==> src/rtl/n_term_cfg_tile.sv <==
// -----------------------------------------------------------------------------
// n_term_cfg_tile
//   North-edge termination tile with configurable termination modes. Each of
//   the five N-bound wire groups is looped back onto its S-bound partner using
//   one of four modes held in a 10-bit mode register loaded from the
//   configuration frame column:
//     00 combinational loopback (the power-up behaviour)
//     01 registered loopback (one UserCLK of latency)
//     10 tie-0
//     11 walking-one routing test pattern
//   Group widths must be at least 2 (the rotate slices assume it).
//
// Ports
//   UserCLK        fabric user clock, clocks all state here
//   RESETn         asynchronous reset, active low
//   N1END          group 0 input  (W1)  -> S1BEG  group 0 output
//   N2MID          group 1 input  (W2)  -> S2BEG  group 1 output
//   N2END          group 2 input  (W2)  -> S2BEGb group 2 output
//   N4END          group 3 input  (W4)  -> S4BEG  group 3 output
//   NN4END         group 4 input  (W4)  -> SS4BEG group 4 output
//   FrameData      configuration data row; bits [9:0] carry the modes
//   FrameStrobe    column frame strobes; bit CFG_FRAME loads the modes
//   FrameStrobe_O  buffered FrameStrobe for the next tile
//   UserCLKo       buffered UserCLK for the next tile
// -----------------------------------------------------------------------------
module n_term_cfg_tile #(
  parameter int W1              = 4,
  parameter int W2              = 8,
  parameter int W4              = 16,
  parameter int MaxFramesPerCol = 20,
  parameter int FrameBitsPerRow = 32,
  parameter int CFG_FRAME       = 0
) (
  input  logic                       UserCLK,
  input  logic                       RESETn,
  input  logic [W1-1:0]              N1END,
  input  logic [W2-1:0]              N2MID,
  input  logic [W2-1:0]              N2END,
  input  logic [W4-1:0]              N4END,
  input  logic [W4-1:0]              NN4END,
  output logic [W1-1:0]              S1BEG,
  output logic [W2-1:0]              S2BEG,
  output logic [W2-1:0]              S2BEGb,
  output logic [W4-1:0]              S4BEG,
  output logic [W4-1:0]              SS4BEG,
  input  logic [FrameBitsPerRow-1:0] FrameData,
  input  logic [MaxFramesPerCol-1:0] FrameStrobe,
  output logic [MaxFramesPerCol-1:0] FrameStrobe_O,
  output logic                       UserCLKo
);

  localparam logic [1:0] MODE_COMB = 2'b00;
  localparam logic [1:0] MODE_REG  = 2'b01;
  localparam logic [1:0] MODE_TIE0 = 2'b10;
  localparam logic [1:0] MODE_WALK = 2'b11;

  localparam logic [W1-1:0] ONE_W1 = {{(W1-1){1'b0}}, 1'b1};
  localparam logic [W2-1:0] ONE_W2 = {{(W2-1){1'b0}}, 1'b1};
  localparam logic [W4-1:0] ONE_W4 = {{(W4-1){1'b0}}, 1'b1};

  logic [9:0]    cfg_r;
  logic [1:0]    mode0_s, mode1_s, mode2_s, mode3_s, mode4_s;

  logic [W1-1:0] d1_r;
  logic [W2-1:0] d2_r, d2b_r;
  logic [W4-1:0] d4_r, dd4_r;

  logic [W1-1:0] w1_r;
  logic [W2-1:0] w2_r, w2b_r;
  logic [W4-1:0] w4_r, dw4_r;

  assign mode0_s = cfg_r[1:0];
  assign mode1_s = cfg_r[3:2];
  assign mode2_s = cfg_r[5:4];
  assign mode3_s = cfg_r[7:6];
  assign mode4_s = cfg_r[9:8];

  // Only FrameData[9:0] is meaningful here; fold the rest into a sink.
  generate
    if (FrameBitsPerRow > 10) begin : g_frame_sink
      logic unused_frame_bits_s;
      assign unused_frame_bits_s = ^FrameData[FrameBitsPerRow-1:10];
    end
  endgenerate

  // Mode register: reloads on every edge the config strobe is high.
  always_ff @(posedge UserCLK or negedge RESETn) begin
    if (!RESETn) begin
      cfg_r <= 10'd0;
    end else if (FrameStrobe[CFG_FRAME]) begin
      cfg_r <= FrameData[9:0];
    end else begin
      cfg_r <= cfg_r;
    end
  end

  // Delay registers sample unconditionally so entering mode 01 has no bubble.
  always_ff @(posedge UserCLK or negedge RESETn) begin
    if (!RESETn) begin
      d1_r  <= {W1{1'b0}};
      d2_r  <= {W2{1'b0}};
      d2b_r <= {W2{1'b0}};
      d4_r  <= {W4{1'b0}};
      dd4_r <= {W4{1'b0}};
    end else begin
      d1_r  <= N1END;
      d2_r  <= N2MID;
      d2b_r <= N2END;
      d4_r  <= N4END;
      dd4_r <= NN4END;
    end
  end

  // Walking-one registers: rotate while the mode held before this edge is 11,
  // otherwise park at 1 so that entering the mode always starts from bit 0.
  always_ff @(posedge UserCLK or negedge RESETn) begin
    if (!RESETn) begin
      w1_r  <= ONE_W1;
      w2_r  <= ONE_W2;
      w2b_r <= ONE_W2;
      w4_r  <= ONE_W4;
      dw4_r <= ONE_W4;
    end else begin
      w1_r  <= (mode0_s == MODE_WALK) ? {w1_r[W1-2:0],  w1_r[W1-1]}  : ONE_W1;
      w2_r  <= (mode1_s == MODE_WALK) ? {w2_r[W2-2:0],  w2_r[W2-1]}  : ONE_W2;
      w2b_r <= (mode2_s == MODE_WALK) ? {w2b_r[W2-2:0], w2b_r[W2-1]} : ONE_W2;
      w4_r  <= (mode3_s == MODE_WALK) ? {w4_r[W4-2:0],  w4_r[W4-1]}  : ONE_W4;
      dw4_r <= (mode4_s == MODE_WALK) ? {dw4_r[W4-2:0], dw4_r[W4-1]} : ONE_W4;
    end
  end

  // Output select for groups 0..2; cfg_r is 0 in reset so outputs are comb loopback.
  always_comb begin
    S1BEG = N1END;
    case (mode0_s)
      MODE_COMB: S1BEG = N1END;
      MODE_REG:  S1BEG = d1_r;
      MODE_TIE0: S1BEG = {W1{1'b0}};
      MODE_WALK: S1BEG = w1_r;
      default:   S1BEG = N1END;
    endcase

    S2BEG = N2MID;
    case (mode1_s)
      MODE_COMB: S2BEG = N2MID;
      MODE_REG:  S2BEG = d2_r;
      MODE_TIE0: S2BEG = {W2{1'b0}};
      MODE_WALK: S2BEG = w2_r;
      default:   S2BEG = N2MID;
    endcase

    S2BEGb = N2END;
    case (mode2_s)
      MODE_COMB: S2BEGb = N2END;
      MODE_REG:  S2BEGb = d2b_r;
      MODE_TIE0: S2BEGb = {W2{1'b0}};
      MODE_WALK: S2BEGb = w2b_r;
      default:   S2BEGb = N2END;
    endcase
  end

  // Output select for groups 3..4.
  always_comb begin
    S4BEG = N4END;
    case (mode3_s)
      MODE_COMB: S4BEG = N4END;
      MODE_REG:  S4BEG = d4_r;
      MODE_TIE0: S4BEG = {W4{1'b0}};
      MODE_WALK: S4BEG = w4_r;
      default:   S4BEG = N4END;
    endcase

    SS4BEG = NN4END;
    case (mode4_s)
      MODE_COMB: SS4BEG = NN4END;
      MODE_REG:  SS4BEG = dd4_r;
      MODE_TIE0: SS4BEG = {W4{1'b0}};
      MODE_WALK: SS4BEG = dw4_r;
      default:   SS4BEG = NN4END;
    endcase
  end

  // Pass-through buffers for the column chain.
  assign FrameStrobe_O = FrameStrobe;
  assign UserCLKo      = UserCLK;

endmodule

==> config.mk <==
export PLATFORM = sky130hd
export DESIGN_NAME = n_term_cfg_tile
export DESIGN_NICKNAME = d
export VERILOG_FILES = /design/src/rtl/n_term_cfg_tile.sv
export SDC_FILE = /design/constraint.sdc
export NUM_CORES = 1
export LEC_CHECK = 0
export CAP_MARGIN = 30
export CORE_MARGIN = 1
export CORE_UTILIZATION = 44
export CTS_BUF_LIST = sky130_fd_sc_hd__clkbuf_16
export DETAILED_ROUTE_END_ITERATION = 12
export PLACE_DENSITY = 0.87
export SYNTH_ARGS = -nofsm -noshare
export SYNTH_HDL_FRONTEND = slang
export SYNTH_SLANG_ARGS = --single-unit
==> constraint.sdc <==
create_clock -name UserCLK -period 2.15 [get_ports UserCLK]
set_clock_uncertainty 0.15 [all_clocks]
set_input_delay 0.43 -clock UserCLK [delete_from_list [all_inputs] [get_ports UserCLK]]
set_output_delay 0.43 -clock UserCLK [all_outputs]
set_load 0.01 [all_outputs]
==> impl_results.md, run 1 <==
- Die ar.: around 11,000 um2
- Detail Placement HPWL: 6520 um
- Port bufs: about 120
- Nets@finish: 600
- Synth Net Count: ~440
- Layout cells sized above 1: ~45%
- WL final: between 10,000 and 15,000 um
- Setup crit end kind: primary output
- Top cells by area, synth: dfrtp_1, mux2_4, a22o_1
- First-pass GRT wire length: 18,100 um
- Critical-path top delay cell: dfrtp_2
- Final ANT Viol Nets: 0
- Via Count: ~3,300
- Io pins: between 150 and 200
- Hold Fails Final Rpt: 0
- Most frequent cells in the layout: dfrtp_1, clkdlybuf4s50_1, buf_2, and3_1, a22o_1
- Finish-stage setup viols: 45
- Number of antenna violations at the first check in global routing: 0
- Vias in the first global route: 3,606
- Area Overhead vs Synth: 49.1%
- Worst reg2reg path endpoint: w4_r[14]
- Worst slew pin tran: 0.416 ns
- Pwr Density: ~940 nW/um2
- Max Cap Viol: 0
- Source of the critical timing path: cfg_r[9]
- DR iter-0 viols: around 180
- Cell taking the most area after synthesis: dfrtp_1
- TritonCTS clock tree: done
- Most common cell after layout, fill and taps aside: dfrtp_1
- Crit path cell chain: buf_6 -> buf_16 -> mux2_2 -> a22o_4 -> buf_6
- Worst EP required: about 1.6 ns
- WS Path Type: reg -> out
- Slew Limit Fails: 0
- Std-Cell Rows: 37
- Tmin final: 2.41 ns
- Slew HR: a little over 70%
- Gr ovfl total: 0
- Gr usage total: 21.1%
- RSZ-0062 raised after global routing: true
- Worst R2R Start: cfg_r[7]
- CTS clk-pin slew, worst paths: 0.05 ns
- Core footprint: 10,400 um2
- Routability congestion estimate: 0.767
- Reg2Reg Setup Slack: 0.77 ns
- Final worst slack: -0.259 ns
- Reg2reg path depth: 5
- Failing checks: setup timing
- Antenna Cells: 0
- Fmax achieved: 415 MHz
- Hold WC Path Type: in -> reg
- Largest net degree at the start of global routing: 37
- Outcome: finished, violations left
- Synth warn: 0
- Final Cycle Share: 112%
- Via density: 5.12
- Register bit count reported by yosys: between 100 and 150
- Synth Instances: approximately 330
- Critical Path Most Common Cell: buf_6
- Worst Path Arrival: 1.83 ns
- Leak: between 3 and 4 nW
- Starting Density: between 40 and 50%
- Post-synthesis sequential area ratio: around 60%
- Max stage delay on crit path: 0.37 ns
- Die Y: around 110 um
- Crit path capture: SS4BEG[0]
- CP max FO: 7
- Synth cell types: 18
- Final instance area: just over 7000 um2
- Final Power: about 6.7 mW
- DRT Pass-1 Iters: 4
- Clock Latency Late Sink: ~0.5 ns
- Cell area after synthesis: 4770 um2
- Residual DRC: 0
- Placed cell areas: 6050 um2
- Startpoint types: flop
- Synth Area per Inst: between 10 and 15 um2
- Yosys top cell area share: approximately 57%
- Die W: ~110 um
- Worst vdd rail ir drop: about 0.66 mV
- Routed WL per cell: approximately 17 um
## cell type report
| class | instances | area, um2 |
|---|---|---|
| fill | 733 | 3310 |
| sequential | 114 | 2870 |
| clock buffer | 21 | 510 |
| tap | 136 | 170 |
| multi-input combinational | 171 | 1670 |
| timing repair buffer | 186 | 1690 |
| clock inverter | 15 | 199 |
## logic make-up after synthesis
| kind of cell | synth area share (%) |
|---|---|
| simple gates | 7.66 |
| mux | 16.2 |
| compound gates | 9.13 |
| flops | 59.9 |
| buf+inv | 7.06 |
## how the worst min path moves through the flow
stage / start / endpoint / cells past startpoint
global placement: RESETn / dd4_r[9] / 1
CTS: NN4END[14] / dd4_r[14] / 1
finish: N2END[1] / d2b_r[1] / 1
detailed placement: RESETn / dd4_r[9] / 1
floorplan: RESETn / cfg_r[0] / 0
global route: N2END[1] / d2b_r[1] / 1
## cell usage after synthesis (all sizes together)
| master | number |
|---|---|
| dfrtp | 109 |
| mux2 | 50 |
| and3 | 47 |
| a22o | 40 |
| buf | 36 |
| mux2i | 12 |
| clkbuf | 11 |
| o21bai | 10 |
| dfstp | 5 |
| nand3b | 5 |
| nor2 | 3 |
| nand3 | 2 |
| o21ai | 2 |
## power breakdown
| part | total [mW] | switching [mW] | internal (mW) | leakage, nW |
|---|---|---|---|---|
| clock | 3.28 | 0.995 | 2.28 | 0.349 |
| combinational | 1.09 | 0.445 | 0.649 | 1.80 |
| sequential | 2.31 | 0.0592 | 2.25 | 1.42 |
| total | 6.68 | 1.50 | 5.18 | 3.57 |
## routing by layer
metal / track usage (%) / wire length (um)
met5: 0 / 0
met4: 9.42 / 109
met3: 6.38 / 527
met2: 35.3 / 5780
met1: 25.1 / 4700
## stage by stage
step           worst slack (ns)  cells  util (%)  hold slack [ns]  setup TNS (ns)
2_1_floorplan             0.376    332         -          -0.0156               0
3_3_place_gp             -0.125    567      58.1            0.243           -1.50
3_5_place_dp             -0.173    567      58.1            0.246           -2.35
4_1_cts                  -0.262    641      67.5            0.218           -9.14
5_1_grt                  -0.315    643      68.3            0.214          -11.25
6_report                 -0.259    643      68.3            0.237           -8.13
## repair_timing
item                       4_1_cts  5_1_grt
setup endpoints to repair       53       51
hold buffers                     1        0
setup buffers                   35        5
cloned                           5        0
resized for setup              251       21
pin swaps                       25       19
hold endpoints to repair        26        0
## sequential cells by signal, summed over array words and instances (netlist names)
signal,count
dd4_r,16
w2_r,8
cfg_r,10
d4_r,16
w4_r,16
d2b_r,8
dw4_r,16
d2_r,8
d1_r,4
w2b_r,8
w1_r,4
## critical path: cells and delay by family, from the launching register on
family	cells	cell delay [ns]
multiplexers	1	0.34
flip-flops	1	0.37
buffers and inverters	3	0.39
AO/OA/AOI/OAI	1	0.22
(Power assumes the default switching activity.)
==> inputs of run 2 (changes only) <==
--- a/config.mk
+++ b/config.mk
@@ -5,7 +5,7 @@
 export SDC_FILE = /design/constraint.sdc
 export NUM_CORES = 1
 export LEC_CHECK = 0
-export CAP_MARGIN = 30
+export CORE_ASPECT_RATIO = 0.75
 export CORE_MARGIN = 1
 export CORE_UTILIZATION = 44
 export CTS_BUF_LIST = sky130_fd_sc_hd__clkbuf_16
==> run 2 against run 1 <==
  * The run still ends with setup timing left
  * Highest routed layer unchanged
  * Global-route usage increased by 1.2 points
  * Sequential share of layout area rose by 0.28 points
  * Cell area decreased by 0.65%
  * Via count decreased by 0.82%
  * Cell count fell by 1.9%
  * Total power is 4.5% higher
  * Hold slack got worse by 0.012 ns
  * Sequential power barely moved
  * Routed wire length up 3.3%
==> impl_results.md, run 2 (synthesis gave the netlist of run 1 again) <==
- Outcome: finished, violations left
- Failing checks: setup timing
- CP max FO: 6
- DRT Pass-1 Iters: 4
- Largest net degree at the start of global routing: roughly 120
- WL met1: 5090 um
- Most common cell after layout, fill and taps aside: dfrtp_1
- Inst Count DP: 568
- Vias in the first global route: roughly 3,600
- Top Layer Used: met4
- Register area: ~2900 um2
- Residual DRC: 0
- Die ar.: 11,300 um2
- Layout cells sized above 1: between 40% and 50%
- Leak: 3.57 nW
- Max Cap Viol: 0
- Area Overhead vs Synth: 48.1%
- Slew HR: roughly three fifths
- RSZ-0062 raised after global routing: true
- WHS Path Cells: 1
- WS Path Type: reg -> out
- Hold WC Path Type: in -> reg
- Setup crit end kind: primary output
- Die W: 122 um
- Detail Placement HPWL: approximately 6500 um
- Worst Path Arrival: approximately 1.8 ns
- CTS clk-pin slew, worst paths: 0.06 ns
- WL final: 11,500 um
- Reg2reg path depth: 6
- Clock Latency Late Sink: a little over 0.5 ns
- Most frequent cells in the layout: dfrtp_1, clkdlybuf4s50_1, buf_2, and3_1, a22o_1
- Final ANT Viol Nets: 0
- Antenna Cells: 0
- Gr usage total: about 22%
- Via density: between 5 and 6
- Routability congestion estimate: 0.746
- Std-Cell Rows: 32
- Worst EP required: 1.57 ns
- Starting Density: about 46%
- Die Y: 92.2 um
- Multi-input logic area: between 1500 and 2000 um2
- Gr ovfl total: 0
- Port bufs: roughly 120
- TritonCTS clock tree: done
- WHS: around 0.22 ns
- Wire length on met2: approximately 5700 um
- Final worst slack: -0.263 ns
- Hold Fails Final Rpt: 0
- Core footprint: 10,400 um2
- DR iter-0 viols: between 100 and 150
- Nets@finish: a little under 600
- Non-Filler Instances: 631
- Worst slew pin tran: about 0.60 ns
- Final Cycle Share: 112%
- Startpoint types: flop
- Via Count: ~3,300
- Tmin final: approximately 2.4 ns
- Finish-stage setup viols: 45
- Fmax achieved: approximately 410 MHz
- Number of antenna violations at the first check in global routing: 0
- Met3 wire len: 566 um
- Slew Limit Fails: 0
- First-pass GRT wire length: ~19,000 um
- Pwr Density: around 1000 nW/um2
- Routed WL per cell: ~18 um
- Io pins: around 180
- Worst vdd rail ir drop: around 0.66 mV
- Fillers: about 720
==> run 2: final timing paths <==
path / startpoint / endpoint / slack [ns]
max: cfg_r[7] / S4BEG[2] / -0.26
min: N2MID[7] / d2_r[7] / 0.22
max reg2reg: cfg_r[7] / w4_r[8] / 0.54
min reg2reg: w2_r[7] / w2_r[0] / 0.33
max in group asynchronous: RESETn / cfg_r[1] / 0.98
min in group asynchronous: RESETn / dd4_r[13] / 0.38
==> run 2: routing by layer <==
| metal | track usage, % | up-vias |
|---|---|---|
| met5 | 0 | - |
| met4 | 10.9 | 0 |
| met3 | 6.41 | 15 |
| met2 | 36.0 | 103 |
| met1 | 27.5 | 1659 |
| li1 | - | 1491 |
==> run 2: where the power goes <==
group	switching, mW	internal (mW)	total (mW)	leakage, nW
sequential	0.0652	2.25	2.31	1.42
clock	1.07	2.54	3.61	0.372
combinational	0.431	0.628	1.06	1.77
total	1.56	5.42	6.98	3.57
==> run 2: final cells by class <==
class | count | area share [%]
repair buffers | 174 | 23.0
well taps | 136 | 2.41
multi-input cells | 171 | 23.0
clock inverters | 15 | 3.74
flip-flops and latches | 114 | 40.6
clock buffers | 21 | 7.23
==> run 2: worst max-delay path: stages, from the launching register on <==
cell	delay, ns
dfrtp_2	0.42
buf_12	0.14
buf_16	0.13
mux2_4	0.30
a22o_1	0.19
buf_2	0.14
==> run 2: metrics by stage <==
step / setup WS [ns] / utilization [%] / TNS (ns) / power (mW) / area, um2
global placement: -0.150 / 58.2 / -1.61 / 3.33 / 6060
detailed placement: -0.187 / 58.2 / -2.34 / 3.36 / 6060
finish: -0.263 / 67.8 / -8.33 / 6.98 / 7060
floorplan: 0.376 / - / 0 / 2.88 / 4770
global route: -0.312 / 67.8 / -11.09 / 7.23 / 7060
CTS: -0.284 / 67.6 / -9.47 / 7.03 / 7040
==> run 2: what timing repair did <==
| action | 4_1_cts | 5_1_grt |
|---|---|---|
| endpoints found under the setup margin | 53 | 51 |
| buffers inserted | 19 | 2 |
| pin swaps | 12 | 3 |
| hold buffers | 1 | 0 |
| gates cloned | 7 | 0 |
| endpoints found under the hold margin | 109 | 0 |
| gates resized for setup | 248 | 8 |
